**src/rtl/bin2bcd_if.sv**
```systemverilog
// Start/busy/done handshake and result bus between the display controller and bin2bcd_seq.
interface bin2bcd_if #(
  parameter int unsigned BIN_W  = 14,
  parameter int unsigned DIGITS = 4
);
  logic                  start;
  logic [BIN_W-1:0]      bin_in;
  logic                  busy;
  logic                  done;
  logic [4*DIGITS-1:0]   bcd_out;
  logic                  overflow;

  modport master (
    output start, bin_in,
    input  busy, done, bcd_out, overflow
  );

  modport slave (
    input  start, bin_in,
    output busy, done, bcd_out, overflow
  );
endinterface

```
**src/rtl/bin2bcd_seq.sv**
```systemverilog
// Sequential shift-and-add-3 binary-to-BCD converter, one input bit per clock.
// Result and overflow flag are held until the next completed conversion.
module bin2bcd_seq #(
  parameter int unsigned BIN_W  = 14,
  parameter int unsigned DIGITS = 4
) (
  input  logic      clk,
  input  logic      rst_n,
  bin2bcd_if.slave  bus
);

  localparam int unsigned BCD_W = 4 * DIGITS;
  localparam int unsigned CNT_W = $clog2(BIN_W + 1);

  // Largest representable value 10^DIGITS-1; always fits in BCD_W bits.
  function automatic logic [BCD_W-1:0] max_val_f();
    logic [BCD_W:0] r;
    r = (BCD_W + 1)'(1);
    for (int i = 0; i < int'(DIGITS); i++) begin
      r = (BCD_W + 1)'(r * (BCD_W + 1)'(10));
    end
    r = r - (BCD_W + 1)'(1);
    return BCD_W'(r);
  endfunction

  localparam logic [BCD_W-1:0] MAX_VAL = max_val_f();

  typedef enum logic [1:0] {
    IDLE  = 2'd0,
    SHIFT = 2'd1,
    FIN   = 2'd2
  } state_e;

  state_e             state_q,    state_d;
  logic [BIN_W-1:0]   bin_q,      bin_d;
  logic [BCD_W-1:0]   scr_q,      scr_d;
  logic [CNT_W-1:0]   cnt_q,      cnt_d;
  logic [BCD_W-1:0]   bcd_q,      bcd_d;
  logic               ovf_q,      ovf_d;
  logic               ovf_pend_q, ovf_pend_d;
  logic               done_q,     done_d;
  logic               busy_q,     busy_d;
  logic [BCD_W-1:0]   scr_adj;

  // Digit correction on pre-shift values, all digits in parallel.
  always_comb begin
    scr_adj = scr_q;
    for (int d = 0; d < int'(DIGITS); d++) begin
      if (scr_q[4*d +: 4] >= 4'd5) begin
        scr_adj[4*d +: 4] = scr_q[4*d +: 4] + 4'd3;
      end
    end
  end

  always_comb begin
    state_d    = state_q;
    bin_d      = bin_q;
    scr_d      = scr_q;
    cnt_d      = cnt_q;
    bcd_d      = bcd_q;
    ovf_d      = ovf_q;
    ovf_pend_d = ovf_pend_q;
    done_d     = 1'b0;

    unique case (state_q)
      IDLE: begin
        if (bus.start) begin
          bin_d      = bus.bin_in;
          scr_d      = '0;
          cnt_d      = CNT_W'(BIN_W);
          // Overflow decided at latch time since the shift register is consumed.
          ovf_pend_d = (BCD_W'(bus.bin_in) > MAX_VAL);
          state_d    = SHIFT;
        end
      end
      SHIFT: begin
        {scr_d, bin_d} = {scr_adj[BCD_W-2:0], bin_q, 1'b0};
        cnt_d          = cnt_q - CNT_W'(1);
        if (cnt_q == CNT_W'(1)) begin
          state_d = FIN;
        end
      end
      FIN: begin
        bcd_d   = ovf_pend_q ? {DIGITS{4'd9}} : scr_q;
        ovf_d   = ovf_pend_q;
        done_d  = 1'b1;
        state_d = IDLE;
      end
      default: state_d = IDLE;
    endcase

    busy_d = (state_d != IDLE);
  end

  always_ff @(posedge clk or negedge rst_n) begin
    if (!rst_n) begin
      state_q    <= IDLE;
      bin_q      <= '0;
      scr_q      <= '0;
      cnt_q      <= '0;
      bcd_q      <= '0;
      ovf_q      <= 1'b0;
      ovf_pend_q <= 1'b0;
      done_q     <= 1'b0;
      busy_q     <= 1'b0;
    end else begin
      state_q    <= state_d;
      bin_q      <= bin_d;
      scr_q      <= scr_d;
      cnt_q      <= cnt_d;
      bcd_q      <= bcd_d;
      ovf_q      <= ovf_d;
      ovf_pend_q <= ovf_pend_d;
      done_q     <= done_d;
      busy_q     <= busy_d;
    end
  end

  assign bus.busy     = busy_q;
  assign bus.done     = done_q;
  assign bus.bcd_out  = bcd_q;
  assign bus.overflow = ovf_q;

endmodule

```
**src/flat_wrapper.sv**
```systemverilog
// flat-port wrapper written by rule: the top's interface ports become plain ports
module bin2bcd_seq_flat 
#(
  parameter int unsigned BIN_W  = 14,
  parameter int unsigned DIGITS = 4
)
  (clk, rst_n, bus_start, bus_bin_in, bus_busy, bus_done, bus_bcd_out, bus_overflow);
  bin2bcd_if #(.BIN_W(BIN_W), .DIGITS(DIGITS)) bus_i ();
  input  logic clk;
  input  logic rst_n;
  input wire logic [$bits(bus_i.start)-1:0] bus_start;
  input wire logic [$bits(bus_i.bin_in)-1:0] bus_bin_in;
  output wire logic [$bits(bus_i.busy)-1:0] bus_busy;
  output wire logic [$bits(bus_i.done)-1:0] bus_done;
  output wire logic [$bits(bus_i.bcd_out)-1:0] bus_bcd_out;
  output wire logic [$bits(bus_i.overflow)-1:0] bus_overflow;
  assign bus_i.start = bus_start;
  assign bus_i.bin_in = bus_bin_in;
  assign bus_busy = bus_i.busy;
  assign bus_done = bus_i.done;
  assign bus_bcd_out = bus_i.bcd_out;
  assign bus_overflow = bus_i.overflow;
  bin2bcd_seq #(.BIN_W(BIN_W), .DIGITS(DIGITS)) u_core (.clk(clk), .rst_n(rst_n), .bus(bus_i));
endmodule
```
**config.mk**
```make
export PLATFORM = sky130hd
export DESIGN_NAME = bin2bcd_seq_flat
export DESIGN_NICKNAME = d
export VERILOG_FILES = /design/src/rtl/bin2bcd_if.sv /design/src/rtl/bin2bcd_seq.sv /design/src/flat_wrapper.sv
export SDC_FILE = /design/constraint.sdc
export NUM_CORES = 1
export LEC_CHECK = 0
export CORE_MARGIN = 2
export CORE_UTILIZATION = 55
export DETAILED_ROUTE_END_ITERATION = 10
export PLACE_DENSITY = 0.8
export SYNTH_ARGS = -nofsm -noshare
export SYNTH_HDL_FRONTEND = slang
export SYNTH_SLANG_ARGS = --single-unit
```
**constraint.sdc**
```tcl
create_clock -name clk -period 3.5 [get_ports clk]
set_input_delay 0.875 -clock clk [delete_from_list [all_inputs] [get_ports clk]]
set_output_delay 0.875 -clock clk [all_outputs]
set_load 0.03 [all_outputs]
```
==> results.txt <==
The cell area after synthesis is ~2700 sq um. The number of flops mapped to enable cells by yosys came out at 0. Counting flops with an async set or reset pin after synthesis yields a share of between 90% and 100%. The worst setup path is captured at a register. The multi-input combinational cell area came out at ~1100 sq um. The clock passes through at most 2 buffers.

The total power divided by cell area is 828 nW/um^2. The number of maximum-capacitance violations came out at 0. Registers take between 1000 and 1500 sq um. The worst max-slew margin expressed relative to the limit came out at between 40 and 50%. Summed over all layers, the global routing overflow is 0. The number of diodes is 0.

The xor and xnor fraction of the mapped netlist area came out at less than 1%. The filler cells instantiated in the layout total between 300 and 400. The routed wire length is between 5000 and 6000 microns.

The clock tree from TritonCTS is yes. The starting density of the core came out at between 50% and 60%. The cell area reported after detailed placement came out at around 3000 sq um. The timing-limited maximum frequency came out at approximately 0.41 GHz. The count of state elements after synthesis is 56. The HPWL reported at the end of detailed placement is roughly 4000 microns. The type of the worst setup path is input port to register.

The area share of fa/ha/maj cells after synthesis is 4.57%. The fraction of the yosys area taken by sequential cells is around 50%. From synthesis to final layout, the design area changed by 15.7%. The length of the first detailed-routing pass in iterations is 5.

The final total negative setup slack is 0 ps. For this run, the leading register cell type out of synthesis is dfrtp_1. The per-cell via count in the routed design is about 5.7. The number of buffers inserted for hold repair after clock tree synthesis came out at 0.

The sort of element at the start of the critical path is an input port. The via total after detailed routing came out at just over 2000. The smallest clock period supported by the final layout is computed as roughly 2400 ps. In this run, the combinational gates consume a little over two fifths of the power. For this run, design rule violations remaining after detail routing come to 0. The worst setup slack after placement is about 810 ps. The final-report max-slew violation count is 0. The clock network burns between 10% and 20% of the power. The count of boundary I/O pins is 36.

The data required time at the worst endpoint came out at 3700 ps. The number of setup buffers added after CTS is 0. The placeable core region came out at roughly 4800 sq um.

The total die area came out at about 5600 sq um. The combinational family with the most area after synthesis is compound AO/OA/AOI/OAI gates. The number of standard-cell rows in the floorplan is 25. The initial DRC count came out at between 200 and 250. The root buffer cell is clkbuf_8. The final worst setup slack is roughly 1100 ps. The critical-path maximum fanout came out at 13.

The tightest min-delay check is of the register to register type. The initial antenna violation count came to 0. For the pin with the worst max-slew slack, the measured transition is about 860 ps. Port buffering added 35 buffers.

The clock latency at the later pin of the worst-skew pair came out at between 300 and 400 ps. The overall fraction of global-route tracks in use is between 20 and 25%. The worst IR drop on VDD is 0.000390 V. After clock tree synthesis, the clock-pin slew on the worst setup and hold paths is 100 ps. The synthesized netlist contains 37 unique library cells. For this run, the number of Yosys warnings is 0.

The count of instances resized after the clock tree is built is 0. The flow ran to the end, and the final reports show no timing, DRC or antenna violations. The share of synthesized cell area in and, or, nand and nor gates came out at 11.8%.

The synthesized area per cell came out at between 10 and 15 sq um. Entering global routing, the biggest net connects 36 pins. The number of standard cells after synthesis came out at around 270. Sequential cells burn around two fifths of the power. Clock skew on the completed layout was measured at 7.63 ps. The fraction of the cycle the final worst path needs came out at around 70%.

The number of nets still failing antenna checks after routing is 0. The total number of nets in the final design is 320. The analysis attributes to net switching a power of approximately 0.0011 W. The share of cells above drive strength 1 came out at under 10%. The non-filler instance count after layout is ~360.

Counting tap cells, the placed design contains a total of about 350 instances. The die boundary height is 74.6 microns. The via count of the first global-routing pass came out at between 1500 and 2000. Setup violations remaining at the end of the flow were counted as 0.

The cell area after layout is between 3000 and 4000 sq um. Setup repair after global routing left no endpoint under its margin. In the final routed layout, each cell accounts on average for 16.0 microns. The tightest hold path in the finished design has a slack of 489 ps. Multiplexer cells account for 0% of the synthesized area. The arrival time reported for the critical path endpoint is approximately 2600 ps.

The count of H-tree levels built during CTS came out at 2. The number of endpoints with negative hold slack in the final report is 0. The internal power of the cells is 0.00157 W.

The routability congestion estimate came out at roughly 0.8. The die boundary width is 74.6 microns. The switching fraction of total power is about two fifths. The compound-cell area share of the yosys netlist came out at a little under a quarter. Counting every net in the synthesized netlist gives just under 300. Summed over all cells, the static leakage comes to 1.35 nW. The clock sink total is 56. The number of buffers created by CTS came out at 5. The first global-routing pass estimated between 9000 and 10000 microns of wire.
[power groups by stage]
stage / clock network (W) / logic, W / registers (W)
global route: 0.000451 / 0.00123 / 0.00114
detailed placement: 0 / 0.00111 / 0.00111
floorplan: 0 / 0.000762 / 0.00114
finish: 0.000414 / 0.00111 / 0.00110
global placement: 0 / 0.00105 / 0.00110
CTS: 0.000423 / 0.00111 / 0.00110
[final timing paths]
path / from / endpoint / slack [ps] / depth (start not counted)
worst min register to register: u_core.bus.bcd_out[15]$_DFFE_PN0P_ / u_core.bus.bcd_out[15]$_DFFE_PN0P_ / 490 / 2
min in group asynchronous: rst_n / u_core.bus.done$_DFF_PN0_ / 540 / 2
worst max register to register: u_core.state_q[0]$_DFF_PN0_ / u_core.bin_q[4]$_DFFE_PN0P_ / 1440 / 3
worst min-delay path: u_core.bus.bcd_out[15]$_DFFE_PN0P_ / u_core.bus.bcd_out[15]$_DFFE_PN0P_ / 490 / 2
worst max-delay path: bus_start / u_core.bin_q[4]$_DFFE_PN0P_ / 1060 / 4
max in group asynchronous: rst_n / u_core.cnt_q[1]$_DFFE_PN0P_ / 2630 / 2
[critical path, cell delays in order]
cell	delay [ps]
clkdlybuf4s50_1	530
nor2b_1	710
a22oi_1	200
o21ai_0	310
[kinds of logic (layout without fill, tap and decap cells)]
| group | after synthesis | after routing |
|---|---|---|
| compound gates | 90 | 90 |
| xor+xnor | 3 | 3 |
| fa+ha+maj | 10 | 10 |
| buf+inv | 39 | 68 |
| flops | 56 | 56 |
| simple gates | 67 | 67 |
[metrics by stage]
step           power, W  utilization (%)
2_1_floorplan   0.00190                -
3_3_place_gp    0.00215             64.4
3_5_place_dp    0.00222             64.4
4_1_cts         0.00264             66.7
5_1_grt         0.00281             66.7
6_report        0.00262             66.7
[sequential cells by signal, indices dropped and copies added, names as in the netlist]
| signal | count |
|---|---|
| u_core.bus.bcd_out | 16 |
| u_core.bus.done | 1 |
| u_core.bus.busy | 1 |
| u_core.bin_q | 14 |
| u_core.ovf_pend_q | 1 |
| u_core.bus.overflow | 1 |
| u_core.state_q | 2 |
| u_core.scr_q | 16 |
| u_core.cnt_q | 4 |
[cell usage after synthesis (2+ instances only)]
library cell,instances,area [sq um]
o221ai_1,4,35.0
ha_1,10,125
o2111ai_1,8,70.1
buf_4,2,15.0
o211ai_1,4,30.0
clkbuf_1,2,7.51
o31ai_1,13,97.6
nand2b_1,5,31.3
buf_2,7,35.0
a22oi_1,13,97.6
buf_6,7,78.8
o32ai_1,3,26.3
a211oi_1,2,15.0
dfrtp_1,56,1400
a32o_1,4,40.0
nor2_1,8,30.0
nand2_1,41,154
o21ai_0,28,140
nor2b_1,5,31.3
xnor2_1,3,26.3
a31oi_1,2,12.5
o21a_1,4,30.0
inv_1,20,75.1
[cell type report]
type,instances,area share (%)
Sequential cell,56,44.2
Multi-Input combinational cell,170,35.4
Timing Repair Buffer,39,11.8
Tap cell,67,2.65
Inverter,21,2.49
Clock buffer,6,2.29
Clock inverter,2,1.11
[layer usage]
metal / vias up / routed length [microns] / track usage [%] / share of wire, %
li1: 999 / - / - / -
met1: 961 / 2700 / 31.3 / 47
met2: 81 / 2610 / 33.5 / 45
met3: 12 / 330 / 3.79 / 5.7
met4: 0 / 125 / 9.92 / 2.2
met5: - / 0 / 0 / 0
[cell usage in the layout (no fill, tap or decap), drive strengths merged, types with 2 or more instances in the layout]
cell type / count
clkbuf: 6
clkdlybuf4s50: 34
a31oi: 2
o32ai: 3
o21a: 4
ha: 10
a32o: 4
dfrtp: 56
nand2: 41
nand2b: 6
xnor2: 3
o21bai: 2
o211ai: 4
nor2b: 6
nor3b: 2
o21ai: 28
inv: 21
nor2: 8
o221ai: 4
o31ai: 13
a22oi: 13
buf: 5
a211oi: 3
o2111ai: 8
Note: power is estimated with default switching activity, not from simulation.
